--- src/rtl/nv_nvdla_pdp_cal1d_info_fifo_ctrl_pkg.sv ---
// Shared PDP cal1d info FIFO constants: geometry, pointer/count widths and the
// RAM read-select code that routes the write data straight to the read port.
package nv_nvdla_pdp_cal1d_info_fifo_ctrl_pkg;

  localparam int PDP_INFO_DEPTH = 8;
  localparam int PDP_INFO_WIDTH = 12;
  localparam int PDP_INFO_PTR_W = 3;
  localparam int PDP_INFO_CNT_W = 4;

  localparam logic [PDP_INFO_CNT_W-1:0] PDP_INFO_BYPASS_SEL = 4'd8;

endpackage

--- src/rtl/nv_nvdla_pdp_cal1d_info_fifo_ctrl.sv ---
// Controller for the PDP cal1d info FIFO. The RAM lives in the parent; an empty
// FIFO with a ready reader hands the write word straight through (ram_ra = 8).
module nv_nvdla_pdp_cal1d_info_fifo_ctrl
  import nv_nvdla_pdp_cal1d_info_fifo_ctrl_pkg::*;
#(
  parameter int DEPTH = PDP_INFO_DEPTH,
  parameter int WIDTH = PDP_INFO_WIDTH
) (
  input  logic                      nvdla_core_clk,
  input  logic                      nvdla_core_rstn,
  input  logic                      wr_pvld,
  output logic                      wr_prdy,
  input  logic [WIDTH-1:0]          wr_pd,
  output logic                      rd_pvld,
  input  logic                      rd_prdy,
  output logic [WIDTH-1:0]          rd_pd,
  output logic                      ram_we,
  output logic [PDP_INFO_PTR_W-1:0] ram_wa,
  output logic [WIDTH-1:0]          ram_di,
  output logic [PDP_INFO_CNT_W-1:0] ram_ra,
  input  logic [WIDTH-1:0]          ram_dout,
  output logic [PDP_INFO_CNT_W-1:0] fifo_count,
  output logic                      fifo_idle
);

  localparam logic [PDP_INFO_CNT_W-1:0] FULL_CNT = PDP_INFO_CNT_W'(DEPTH);

  logic [PDP_INFO_PTR_W-1:0] wr_ptr_q, wr_ptr_d;
  logic [PDP_INFO_PTR_W-1:0] rd_ptr_q, rd_ptr_d;
  logic [PDP_INFO_CNT_W-1:0] count_q, count_d;

  logic empty_s;
  logic wr_acc_s;
  logic rd_acc_s;
  logic bypass_s;
  logic ram_rd_s;

  // Handshake, bypass decision and RAM port drive.
  always_comb begin
    empty_s  = (count_q == 4'd0);
    wr_prdy  = (count_q != FULL_CNT);
    wr_acc_s = wr_pvld & wr_prdy;
    if (empty_s) begin
      rd_pvld = wr_pvld;
      ram_ra  = PDP_INFO_BYPASS_SEL;
    end else begin
      rd_pvld = 1'b1;
      ram_ra  = {1'b0, rd_ptr_q};
    end
    rd_acc_s   = rd_pvld & rd_prdy;
    bypass_s   = empty_s & wr_acc_s & rd_prdy;
    ram_we     = wr_acc_s & ~bypass_s;
    ram_rd_s   = rd_acc_s & ~empty_s;
    ram_wa     = wr_ptr_q;
    ram_di     = wr_pd;
    rd_pd      = ram_dout;
    fifo_count = count_q;
    fifo_idle  = empty_s & ~wr_pvld;
  end

  // Next pointer and occupancy values.
  always_comb begin
    wr_ptr_d = wr_ptr_q;
    rd_ptr_d = rd_ptr_q;
    count_d  = count_q;
    if (ram_we) begin
      wr_ptr_d = wr_ptr_q + 3'd1;
    end else begin
      wr_ptr_d = wr_ptr_q;
    end
    if (ram_rd_s) begin
      rd_ptr_d = rd_ptr_q + 3'd1;
    end else begin
      rd_ptr_d = rd_ptr_q;
    end
    case ({ram_we, ram_rd_s})
      2'b10:   count_d = count_q + 4'd1;
      2'b01:   count_d = count_q - 4'd1;
      default: count_d = count_q;
    endcase
  end

  // State registers; reset discards held entries but leaves the RAM alone.
  always_ff @(posedge nvdla_core_clk or negedge nvdla_core_rstn) begin
    if (!nvdla_core_rstn) begin
      wr_ptr_q <= 3'd0;
      rd_ptr_q <= 3'd0;
      count_q  <= 4'd0;
    end else begin
      wr_ptr_q <= wr_ptr_d;
      rd_ptr_q <= rd_ptr_d;
      count_q  <= count_d;
    end
  end

endmodule

--- config.mk ---
export PLATFORM = sky130hd
export DESIGN_NAME = nv_nvdla_pdp_cal1d_info_fifo_ctrl
export DESIGN_NICKNAME = d
export VERILOG_FILES = /design/src/rtl/nv_nvdla_pdp_cal1d_info_fifo_ctrl_pkg.sv /design/src/rtl/nv_nvdla_pdp_cal1d_info_fifo_ctrl.sv
export SDC_FILE = /design/constraint.sdc
export NUM_CORES = 1
export LEC_CHECK = 0
export BUFFER_PORTS_ARGS = -buffer_cell sky130_fd_sc_hd__buf_2
export CAP_MARGIN = 20
export CELL_PAD_IN_SITES_DETAIL_PLACEMENT = 0
export CELL_PAD_IN_SITES_GLOBAL_PLACEMENT = 1
export CORE_MARGIN = 10
export CORE_UTILIZATION = 25
export DETAILED_ROUTE_END_ITERATION = 10
export GPL_TIMING_DRIVEN = 0
export PLACE_DENSITY_LB_ADDON = 0.1
export SYNTH_ARGS = -nofsm -noshare
export SYNTH_HDL_FRONTEND = slang
export SYNTH_SLANG_ARGS = --single-unit
--- constraint.sdc ---
create_clock -name nvdla_core_clk -period 8.4 [get_ports nvdla_core_clk]
set_input_delay 1.68 -clock nvdla_core_clk [delete_from_list [all_inputs] [get_ports nvdla_core_clk]]
set_output_delay 1.68 -clock nvdla_core_clk [all_outputs]
set_load 0.005 [all_outputs]
## After elaboration in Yosys (flattened, before gate mapping)

Index checks and enable logic that the tools add are counted.

- Add/sub/neg operators: 4
- Equal/unequal tests: 3
- Muxes and demuxes: 3
- Bitwise gates (word level): 10
- Reduce and logical (&&, ||, !) cells: 2

Operator list:

| operator | count |
|---|---|
| 4-bit case mux with 2 select lines | 1 |
| 1-bit bitwise AND | 7 |
| 3-bit by 1-bit adder with 3-bit output, second input constant | 2 |
| 4-bit by 1-bit adder with 4-bit output, second input constant | 1 |
| 4-bit zero test | 1 |
| 4-bit 2-to-1 mux | 1 |
| 4-bit != test, second input constant | 1 |
| 4-bit by 1-bit subtractor with 4-bit output, second input constant | 1 |
| 1-bit inverter | 3 |
| 2-bit by 1-bit == test with 1-bit output, second input constant | 1 |
| 2-bit == test, second input constant | 1 |
| 2-bit nonzero test | 1 |
| 1-bit 2-to-1 mux | 1 |

- Register bits: 10

## Logic depth before layout (Yosys ltp)

Gate-level depths: netlist of the first run.

- Depth in word-level cells: 8
- Mapped depth: 9
- Depth with buffers taken out: 8

## Worst setup path after synthesis of the first run

OpenSTA, ideal clock, no wires.

- Path kind: input -> output
- From: in rd_prdy
- To: out ram_we
- Arrival time: 1.974 ns
- Data required time: 6.720 ns
- Path slack: 4.746 ns
- Cell stages on the path: 3
- Path buffers: 0
- Path through: nor2_1 -> o21ai_2 -> inv_1

- Word-level cells in the longest chain between the ends: 3

RTL lines:

| element | line | RTL |
|---|---|---|
| start, declared | nv_nvdla_pdp_cal1d_info_fifo_ctrl.sv:15 | `input logic rd_prdy,` |
| 1-bit bitwise AND | nv_nvdla_pdp_cal1d_info_fifo_ctrl.sv:51 | `bypass_s = empty_s & wr_acc_s & rd_prdy;` |
| 1-bit inverter | nv_nvdla_pdp_cal1d_info_fifo_ctrl.sv:52 | `ram_we = wr_acc_s & ~bypass_s;` |
| 1-bit bitwise AND | nv_nvdla_pdp_cal1d_info_fifo_ctrl.sv:52 |  |
| end, declared | nv_nvdla_pdp_cal1d_info_fifo_ctrl.sv:17 | `output logic ram_we,` |

No other way between the ends.

## Worst setup path in the final report of the first run

Ends and elaborated chain as after synthesis.

==> metrics, run 1 <==
Setup Skew 0.00212 ns; initial DRC count 25; post-synthesis compound-gate area fraction 7.07%; first-pass GRT wire length 3.37 mm; die area 6040 um^2; TritonCTS clock tree yes; outcome finished, final reports clean; worst-path fanout max 4; Net Count, Synth 121; Port-buffer cells 42; worst hold margin 0.462 ns; grt peak-use layer met2; GRT Overall Usage 6.88%; Unique masters post-synth 29; Root Driver clkbuf_4; clock-pin transition on the worst setup and hold timing paths 0.06 ns; Final Cycle Share 46.9%; largest net degree at the start of global routing 11; DP Wirelength 1.88 mm; Placed Area 1100 um^2; GRT Residual Overflow 0; critical path type input port to output pin; total wire length 2.16 mm; Max-cap violations 0; Setup Buffers After CTS 0; Hold Vio Cnt, Final 0; Diodes inserted 0; Post-synth top flop dfrtp_1; pre-CTS setup slack 4.44 ns; sequential share of the synthesized area 30.1%; Relative slew margins 80.5%; IO Pins 67; critical path required time 6.72 ns; setup violators final 0; post-synthesis simple-gate area fraction 14.0%; Die X 77.7 um; met3 Usage GRT 4.03%; P per Cell Area 276 nW/um^2; Synth warnings 0; Vias 704; post-route ant nets 0; post-cts sizing count 0; # clock sinks 10; placer congestion estimate 0.716; Reg area 250 um^2; largest family of logic cells by synthesized area buffers and inverters; post-route setup TNS 0 ns; initial antenna violation count 0; fmax 254 MHz; Post-Synthesis Cells 87; final instance area 1120 um^2; Seq cells post-synth 10; wire per inst 12.3 um; HP Class register to register; H-tree depth 1; latest clock arrival within the worst-skew pair 0.26 ns; share of layout cells above drive strength 1 59.8%; RSZ-0062 raised after global routing false; nets@finish 168; fraction of the mapped netlist area in adder cells 9.92%; cell row count 20; # hold bufs at CTS 0; Synth Area in XOR/XNOR 6.32%; final worst setup slack 4.46 ns; leakage 0.594 nW; number of global-route vias before repair 720; met2 Resource Use GR 10.1%; minimum clock period 3.94 ns; CTS Buffer Depth 2; Least-Margin Pin Slew 0.289 ns; M1 GR Usage 7.57%; Core Box Area 3130 um^2; Max Slew Vio Count 0; FFs w/ async S/R, synth 100%; Arr. time, crit path 2.26 ns; Peak supply drop 90.8 uV; initial cell density of the core 26.6%; CP Launch Type input port; area grow syn2layout 34.6%; Mapped Area 832 um^2; Post-synth EDFFs 0; Avg Cell Area, Syn 9.56 um^2; total CTS buffers 3; 1st-pass router iterations 4; area of the multi-input gates 354 um^2; fill count 339; CP endpoint kind output pin; post-synthesis mux area share 5.26%; vias per cell 4.00; die height 77.7 um; DRC viols 0
[path summary, 6_finish.rpt]
check | from | endpoint | cells after the start | slack [ns]
setup / recovery | rd_prdy | ram_we | 5 | 4.46
max in group asynchronous | nvdla_core_rstn | fifo_count[1]$_DFFE_PN0P_ | 1 | 6.94
min in group asynchronous | nvdla_core_rstn | ram_wa[2]$_DFFE_PN0P_ | 1 | 1.27
hold reg to reg | ram_wa[2]$_DFFE_PN0P_ | ram_wa[2]$_DFFE_PN0P_ | 1 | 0.46
hold / removal | ram_wa[2]$_DFFE_PN0P_ | ram_wa[2]$_DFFE_PN0P_ | 1 | 0.46
setup reg to reg | fifo_count[0]$_DFFE_PN0P_ | fifo_count[3]$_DFFE_PN0P_ | 9 | 5.44
[critical path: stages]
cell and delay, ns:
buf_2 0.12, nor2_1 0.06, o21ai_2 0.21, inv_1 0.06, buf_2 0.12
[sequential cells by signal (all words and copies together) (netlist names)]
| signal | cells |
|---|---|
| fifo_count | 4 |
| ram_wa | 3 |
| rd_ptr_q | 3 |
[logic make-up (layout without fill, tap and decap cells)]
logic type | after synthesis | count (layout)
buffers and inverters | 35 | 80
adders and majority gates | 6 | 6
and+or+nand+nor | 18 | 18
muxes | 4 | 4
xor gates and xnor gates | 6 | 6
AOI/OAI and AO/OA | 8 | 8
DFF | 10 | 10
[per-stage QoR]
step | total power, W | utilization [%] | instances
floorplan | 0.000220 | - | 87
global placement | 0.000281 | 35.1 | 173
detailed placement | 0.000284 | 35.1 | 173
CTS | 0.000318 | 35.8 | 176
global route | 0.000344 | 35.8 | 176
finish | 0.000310 | 35.8 | 176
[Yosys cell counts, types with 2 or more instances]
cell / instances / share of area (%)
o211ai_1: 2 / 1.8
a21oi_1: 2 / 1.2
nand2_1: 2 / 0.90
buf_4: 25 / 23
xnor2_1: 5 / 5.3
dfrtp_1: 10 / 30
inv_1: 7 / 3.2
and2_1: 3 / 2.3
nand3_1: 3 / 1.8
nor3b_1: 3 / 2.7
buf_2: 2 / 1.2
ha_1: 5 / 7.5
mux2_2: 2 / 2.7
[layer usage]
metal  part of all wire (%)  routed length (um)
met4                   0.83                  18
met5                      0                   0
met2                     46                 986
met3                     11                 237
met1                     42                 917
[cell usage in the layout (no fill, tap or decap), types with 2 or more instances in the layout]
cell,n
o211ai_1,2
dfrtp_1,10
nor3b_1,3
buf_2,44
nand2_1,2
clkbuf_4,3
nand3_1,3
xnor2_1,5
mux2_2,2
buf_4,25
ha_1,5
and2_1,3
a21oi_1,2
inv_1,7
[power breakdown]
part	leakage [nW]	switching (W)	internal (W)	total, W
clock network	0.0138	0.0000150	0.0000165	0.0000315
logic	0.462	0.0000785	0.0000961	0.000175
registers	0.118	0.0000289	0.0000746	0.000103
total	0.594	0.000122	0.000187	0.000310
[cell type report]
type                            count  area share (%)
Timing Repair Buffer               42            18.8
Tap cell                           44            4.92
Clock buffer                        3            2.01
Buffer                             27            17.7
Multi-Input combinational cell     42            31.6
Sequential cell                    10            22.3
Inverter                            8            2.68
No activity file was read; power rests on OpenSTA's default activity.
==> inputs of run 2 (changes only) <==
Settings changed: ABC_AREA set to 1.
Clock period 8.4 ns to 3.8 ns, I/O delays scaled along.
==> run 2 against run 1 <==
- cell area fell by 1.2%
- utilization fell by 0.15 points
- die area fell by 1.2%
- sequential power rose by 110%
- critical path depth rose by 5
- flip-flop and latch count did not move
- wire length rose by 3.9%
- non-clock buffer count fell by 2
- largest cell class unchanged
- largest power group unchanged
==> metrics, run 2 <==
outcome finished, final reports clean; sequential share of the synthesized area 30.6% (+0.51 points); Post-synth EDFFs 0 (unchanged); area of the multi-input gates 328 um^2 (-7.4%); CP endpoint kind register; TritonCTS clock tree yes; post-route ant nets 0 (unchanged); origin of the critical flop-to-flop path fifo_count[3]$_DFFE_PN0P_; Root Driver clkbuf_4; fmax 449 MHz; die height 77.2 um (-0.62%); area grow syn2layout 35.2%; IO Pins 67 (unchanged); latest clock arrival within the worst-skew pair 0.26 ns (about the same); Max-cap violations 0 (unchanged); Largest register FFs 4 (unchanged); die area 5960 um^2 (-1.2%); DRC viols 0 (unchanged); post-cts sizing count 0 (unchanged); Reg area 250 um^2 (unchanged); Cells after DPL 187 (+8.1%); Top delay family on crit path simple AND/OR/NAND/NOR gates; share of the synthesized area in the top cell type 30.6% (+0.51 points); clock-pin transition on the worst setup and hold timing paths 0.06 ns (about the same); Arr. time, crit path 2.38 ns (+0.12 ns); Max stage delay cell, worst path ha_1; Mapped Area 818 um^2 (-1.7%); most frequent cells in the layout 42 x buf_2, 25 x buf_4, 21 x nand2_1; placer congestion estimate 0.699 (-2.4%); post-synth top area cell dfrtp_1; HP Class input port to asynchronous set/reset pin; setup violators final 0 (unchanged); most common cell after layout, fill and taps aside buf_2; share of layout cells above drive strength 1 53.4% (-6.4 points); final worst setup slack 1.57 ns (-2.89 ns); initial cell density of the core 26.4% (-0.23 points); # clock sinks 10 (unchanged); Largest stage delay, worst path 0.32 ns (+0.11 ns); 1st-pass router iterations 4 (unchanged); Least-Margin Pin Slew 0.242 ns (-0.0473 ns); Post-synth top flop dfrtp_1; Net Count, Synth 135 (+12%); total wire length 2.24 mm (+3.9%); RSZ-0062 raised after global routing false; post-route setup TNS 0 ns (unchanged); pre-CTS setup slack 1.29 ns (-3.14 ns); Avg Cell Area, Syn 8.10 um^2 (-15%); vias per cell 3.78 (-5.5%); FF-to-FF path depth 9 (unchanged); Setup Buffers After CTS 0 (unchanged); Commonest cells post-synth 25 x buf_4, 21 x nand2_1, 13 x inv_1; WP buf/inv 1 (-2); initial DRC count 15 (-40%); FFs w/ async S/R, synth 100% (unchanged); final instance area 1110 um^2 (-1.2%); flop2flop setup slack 1.70 ns (-3.74 ns); total CTS buffers 3 (unchanged); Placed Area 1080 um^2 (-1.3%); largest net degree at the start of global routing 11 (unchanged); DP Wirelength 2.02 mm (+7.3%); Final Cycle Share 58.6%; Core Box Area 3100 um^2 (-0.80%); fill count 349 (+2.9%); Unique masters post-synth 19 (-34%); Port-buffer cells 42 (unchanged); non-filler cells, final 190 (+8.0%); # hold bufs at CTS 0 (unchanged); R2R Path End fifo_count[3]$_DFFE_PN0P_; leakage 0.660 nW (+11%); synth top area cells dfrtp_1 31%, buf_4 23%, nand2_1 9.6%; number of global-route vias before repair 791 (+9.9%); Die X 77.2 um (-0.62%); Relative slew margins 83.8% (+3.4 points); first-pass GRT wire length 3.73 mm (+11%); Hold Vio Cnt, Final 0 (unchanged); top-count cell post-synth buf_4; Critical Path Most Common Cell nand2_1; Diodes inserted 0 (unchanged); CP Launch Type input port; P per Cell Area 630 nW/um^2 (+130%); Post-Synthesis Cells 101 (+16%); Max Slew Vio Count 0 (unchanged); GRT Overall Usage 7.70% (+0.82 points); H-tree depth 1 (unchanged); minimum clock period 2.23 ns; Setup Skew 0.00256 ns (+0.000433 ns); Synth warnings 0 (unchanged); CTS Buffer Depth 2 (unchanged); critical-path cell list buf_2, o211ai_2, nand2_2, ha_1, ha_1, or2_2, nand3_1, nand2_1, nand2_1, nand2_1; GRT Residual Overflow 0 (unchanged); initial antenna violation count 0 (unchanged); critical path required time 3.95 ns (-2.77 ns); wire per inst 11.8 um (-3.8%); Seq cells post-synth 10 (unchanged); nets@finish 182 (+8.3%); critical path type input port to register; worst-path fanout max 5 (+1); Peak supply drop 209 uV (+130%); cell row count 20 (unchanged); Vias 718 (+2.0%)
==> run 2: cell types whose count changed in the layout (fill, tap and decap cells not counted), moves of 3 or more <==
cell / previous run / this run
and2_1: 3 / 0
inv_1: 7 / 13
nand2_1: 2 / 21
nor2_1: 1 / 5
nor3b_1: 3 / 0
xnor2_1: 5 / 2
==> run 2: cell families (layout without fill, tap and decap cells) <==
group	after synthesis	after routing	synth area share (%)
flip-flops	10	10	30.6
buffers and inverters	39	84	29.4
XOR/XNOR	5	5	5.35
AND/OR/NAND/NOR	36	36	20.2
AO/OA/AOI/OAI	5	5	4.43
adder cells (fa/ha/maj)	6	6	10.1
==> run 2: how the worst max path moves through the flow <==
stage,from,to,slack [ns],cells after the start
after global placement,rd_prdy,fifo_count[3]$_DFFE_PN0P_,1.31,10
after global routing,rd_prdy,fifo_count[3]$_DFFE_PN0P_,1.45,10
after CTS,rd_prdy,fifo_count[3]$_DFFE_PN0P_,1.57,10
after detailed placement,rd_prdy,fifo_count[3]$_DFFE_PN0P_,1.29,10
after floorplan,rd_prdy,fifo_count[3]$_DFFE_PN0P_,1.60,9
final,rd_prdy,fifo_count[3]$_DFFE_PN0P_,1.57,10
==> run 2: report_power, final <==
| group | total (W) | leakage (nW) | internal, W | switching, W |
|---|---|---|---|---|
| sequential | 0.000221 | 0.122 | 0.000162 | 0.0000592 |
| combinational | 0.000407 | 0.525 | 0.000197 | 0.000209 |
| clock | 0.0000689 | 0.0138 | 0.0000364 | 0.0000325 |
| total | 0.000697 | 0.660 | 0.000396 | 0.000301 |
==> run 2: final cells by class <==
| type | instances | share of cell area (%) |
|---|---|---|
| clock buffer | 3 | 2.04 |
| timing repair buffer | 42 | 19.0 |
| inverter | 14 | 4.75 |
| multi-input combinational | 52 | 29.6 |
| buffer | 25 | 17.0 |
| tap | 44 | 4.98 |
| sequential | 10 | 22.6 |
==> run 2: metal layers <==
metal | global-route usage, % | up-vias | part of all wire [%] | wire length [um]
met3 | 3.50 | 4 | 11 | 255
li1 | - | 374 | - | -
met1 | 8.75 | 294 | 44 | 996
met2 | 11.6 | 46 | 42 | 947
met5 | 0 | - | 0 | 0
met4 | 4.38 | 0 | 2.0 | 44
==> run 2: metrics by stage <==
step | util (%) | total power (W) | hold WS (ns)
detailed placement | 34.9 | 0.000644 | 0.490
global placement | 34.9 | 0.000635 | 0.483
CTS | 35.6 | 0.000716 | 0.355
floorplan | - | 0.000497 | 0.464
global route | 35.6 | 0.000793 | 0.366
finish | 35.6 | 0.000697 | 0.351
==> inputs of run 3 (changes only) <==
Settings changed: CORE_UTILIZATION 25 to 23.
Clock period 3.8 ns to 1.9 ns, I/O delays scaled along.
==> run 3 against run 2 <==
- cell area grew 12%
- critical path depth is 2 lower
- final cell count is 5.3% higher
- clock skew down 0.00072 ns
- largest power group unchanged
- sequential power rose by 100%
- worst setup slack got worse by 1.5 ns
- die area up 6.4%
- utilization up 0.94 points
- critical path type is now register to register
==> metrics, run 3 (synthesis gave the netlist of run 2 again) <==
die area 6340 um^2 (+6.4%); latest clock arrival within the worst-skew pair 0.26 ns (about the same); R2R Path End fifo_count[2]$_DFFE_PN0P_; share of layout cells above drive strength 1 60.4% (+7.0 points); Max-cap violations 0 (unchanged); worst-path fanout max 5 (unchanged); minimum clock period 1.79 ns; GRT Residual Overflow 0 (unchanged); critical path required time 2.09 ns (-1.86 ns); total CTS buffers 3 (unchanged); HP Class input port to register; Arr. time, crit path 1.98 ns (-0.40 ns); Largest stage delay, worst path 0.42 ns (+0.10 ns); DP Wirelength 2.04 mm (+1.3%); FF-to-FF path depth 8 (-1); number of global-route vias before repair 767 (-3.0%); initial cell density of the core 24.1% (-2.2 points); outcome finished, final reports clean; Die X 79.6 um (+3.2%); clock-pin transition on the worst setup and hold timing paths 0.07 ns (about the same); CP endpoint kind register; Core Box Area 3390 um^2 (+9.2%); min-delay src wr_pvld; Port-buffer cells 42 (unchanged); initial DRC count 3 (-12); CP Launch Type register; Final Cycle Share 94.3%; post-route ant nets 0 (unchanged); Largest register FFs 4 (unchanged); Max Slew Vio Count 0 (unchanged); area grow syn2layout 51.5%; flop2flop setup slack 0.11 ns (-1.59 ns); IO Pins 67 (unchanged); WHS Path Cells 3; most common cell after layout, fill and taps aside buf_2; Peak supply drop 502 uV (+140%); Vias 759 (+5.7%); GRT Overall Usage 7.01% (-0.69 points); total wire length 2.33 mm (+3.7%); # clock sinks 10 (unchanged); Relative slew margins 83.7% (-0.14 points); TritonCTS clock tree yes; H-tree depth 1 (unchanged); placer congestion estimate 0.662 (-5.3%); initial antenna violation count 0 (unchanged); non-filler cells, final 200 (+5.3%); P per Cell Area 1340 nW/um^2 (+110%); critical-path cell list nor2_4, o211ai_4, nand2_4, ha_4, inv_1, fa_1, xor2_1, o21ai_1; DRC viols 0 (unchanged); cell row count 21 (+5.0%); hold endpoint ram_wa[1]$_DFFE_PN0P_; 1st-pass router iterations 2 (-2); setup violators final 0 (unchanged); most frequent cells in the layout 42 x buf_2, 31 x buf_4, 21 x nand2_1; Setup Skew 0.00183 ns (-0.000724 ns); origin of the critical flop-to-flop path fifo_count[0]$_DFFE_PN0P_; RSZ-0062 raised after global routing true; critical path type register to register; leakage 0.698 nW (+5.8%); wire per inst 11.6 um (-1.4%); CTS Buffer Depth 2 (unchanged); nets@finish 189 (+3.8%); die height 79.6 um (+3.2%); Max stage delay cell, worst path dfrtp_2; vias per cell 3.80 (+0.42%); final core occ 36.6% (+0.94 points); Diodes inserted 0 (unchanged); Root Driver clkbuf_4; Least-Margin Pin Slew 0.245 ns (+0.00288 ns); Hold Vio Cnt, Final 0 (unchanged); fmax 558 MHz; Cells after DPL 189 (+1.1%); first-pass GRT wire length 3.68 mm (-1.3%); largest net degree at the start of global routing 11 (unchanged)
run 3: cell types whose count changed in the layout (fill, tap and decap cells not counted), sizes merged:
cell         previous run  this run
buf                    67        73
clkbuf                  3         4
dlygate4sd3             0         1
run 3: repair_timing:
item	CTS	global route
hold buffers	1	0
setup endpoints to repair	2	5
gates resized for setup	8	4
setup buffers	4	2
pin swaps	4	4
hold endpoints to repair	10	0
run 3: cell type report:
cell class / instances / area [um^2]
Inverter: 14 / 52.6
Clock buffer: 4 / 36.3
Sequential cell: 10 / 254
Tap cell: 46 / 57.6
Multi-Input combinational cell: 52 / 387
Timing Repair Buffer: 49 / 265
Buffer: 25 / 188
Fill cell: 374 / 2150
run 3: critical path: cells and delay by family, from the launching register on:
| kind | cells | cell delay (ns) |
|---|---|---|
| flip-flops | 1 | 0.42 |
| XOR/XNOR | 1 | 0.15 |
| adder cells (fa/ha/maj) | 2 | 0.55 |
| AO/OA/AOI/OAI | 2 | 0.23 |
| AND/OR/NAND/NOR | 2 | 0.28 |
| buffers and inverters | 1 | 0.07 |
run 3: where the power goes:
part | internal, W | switching (W) | leakage [nW]
registers | 0.000330 | 0.000111 | 0.118
clock network | 0.000116 | 0.0000748 | 0.0210
logic | 0.000529 | 0.000504 | 0.559
total | 0.000975 | 0.000690 | 0.698
run 3: worst max-delay path by stage:
stage                                   start                   endpoint  cells past startpoint
global placement                      rd_prdy  fifo_count[3]$_DFFE_PN0P_                     10
detailed placement                    rd_prdy  fifo_count[3]$_DFFE_PN0P_                     10
CTS                 fifo_count[1]$_DFFE_PN0P_  fifo_count[3]$_DFFE_PN0P_                     11
finish              fifo_count[0]$_DFFE_PN0P_  fifo_count[2]$_DFFE_PN0P_                      8
floorplan           fifo_count[0]$_DFFE_PN0P_  fifo_count[3]$_DFFE_PN0P_                     11
global route        fifo_count[0]$_DFFE_PN0P_  fifo_count[2]$_DFFE_PN0P_                      8
run 3: per-layer routing:
metal	routed length, um	GRT usage (%)
met1	854	7.30
met2	1170	12.1
met3	296	3.83
met4	3	1.61
met5	0	0
run 3: through the flow:
step	setup TNS (ns)	setup slack, ns	hold WS (ns)	power, W	area (um^2)
global route	-0.0240	-0.0240	0.459	0.00188	1240
global placement	-0.206	-0.165	0.259	0.00129	1090
detailed placement	-0.219	-0.154	0.262	0.00130	1090
floorplan	0	0.0104	0.0844	0.00100	823
finish	0	0.108	0.424	0.00167	1240
CTS	0	0.0200	0.415	0.00165	1220
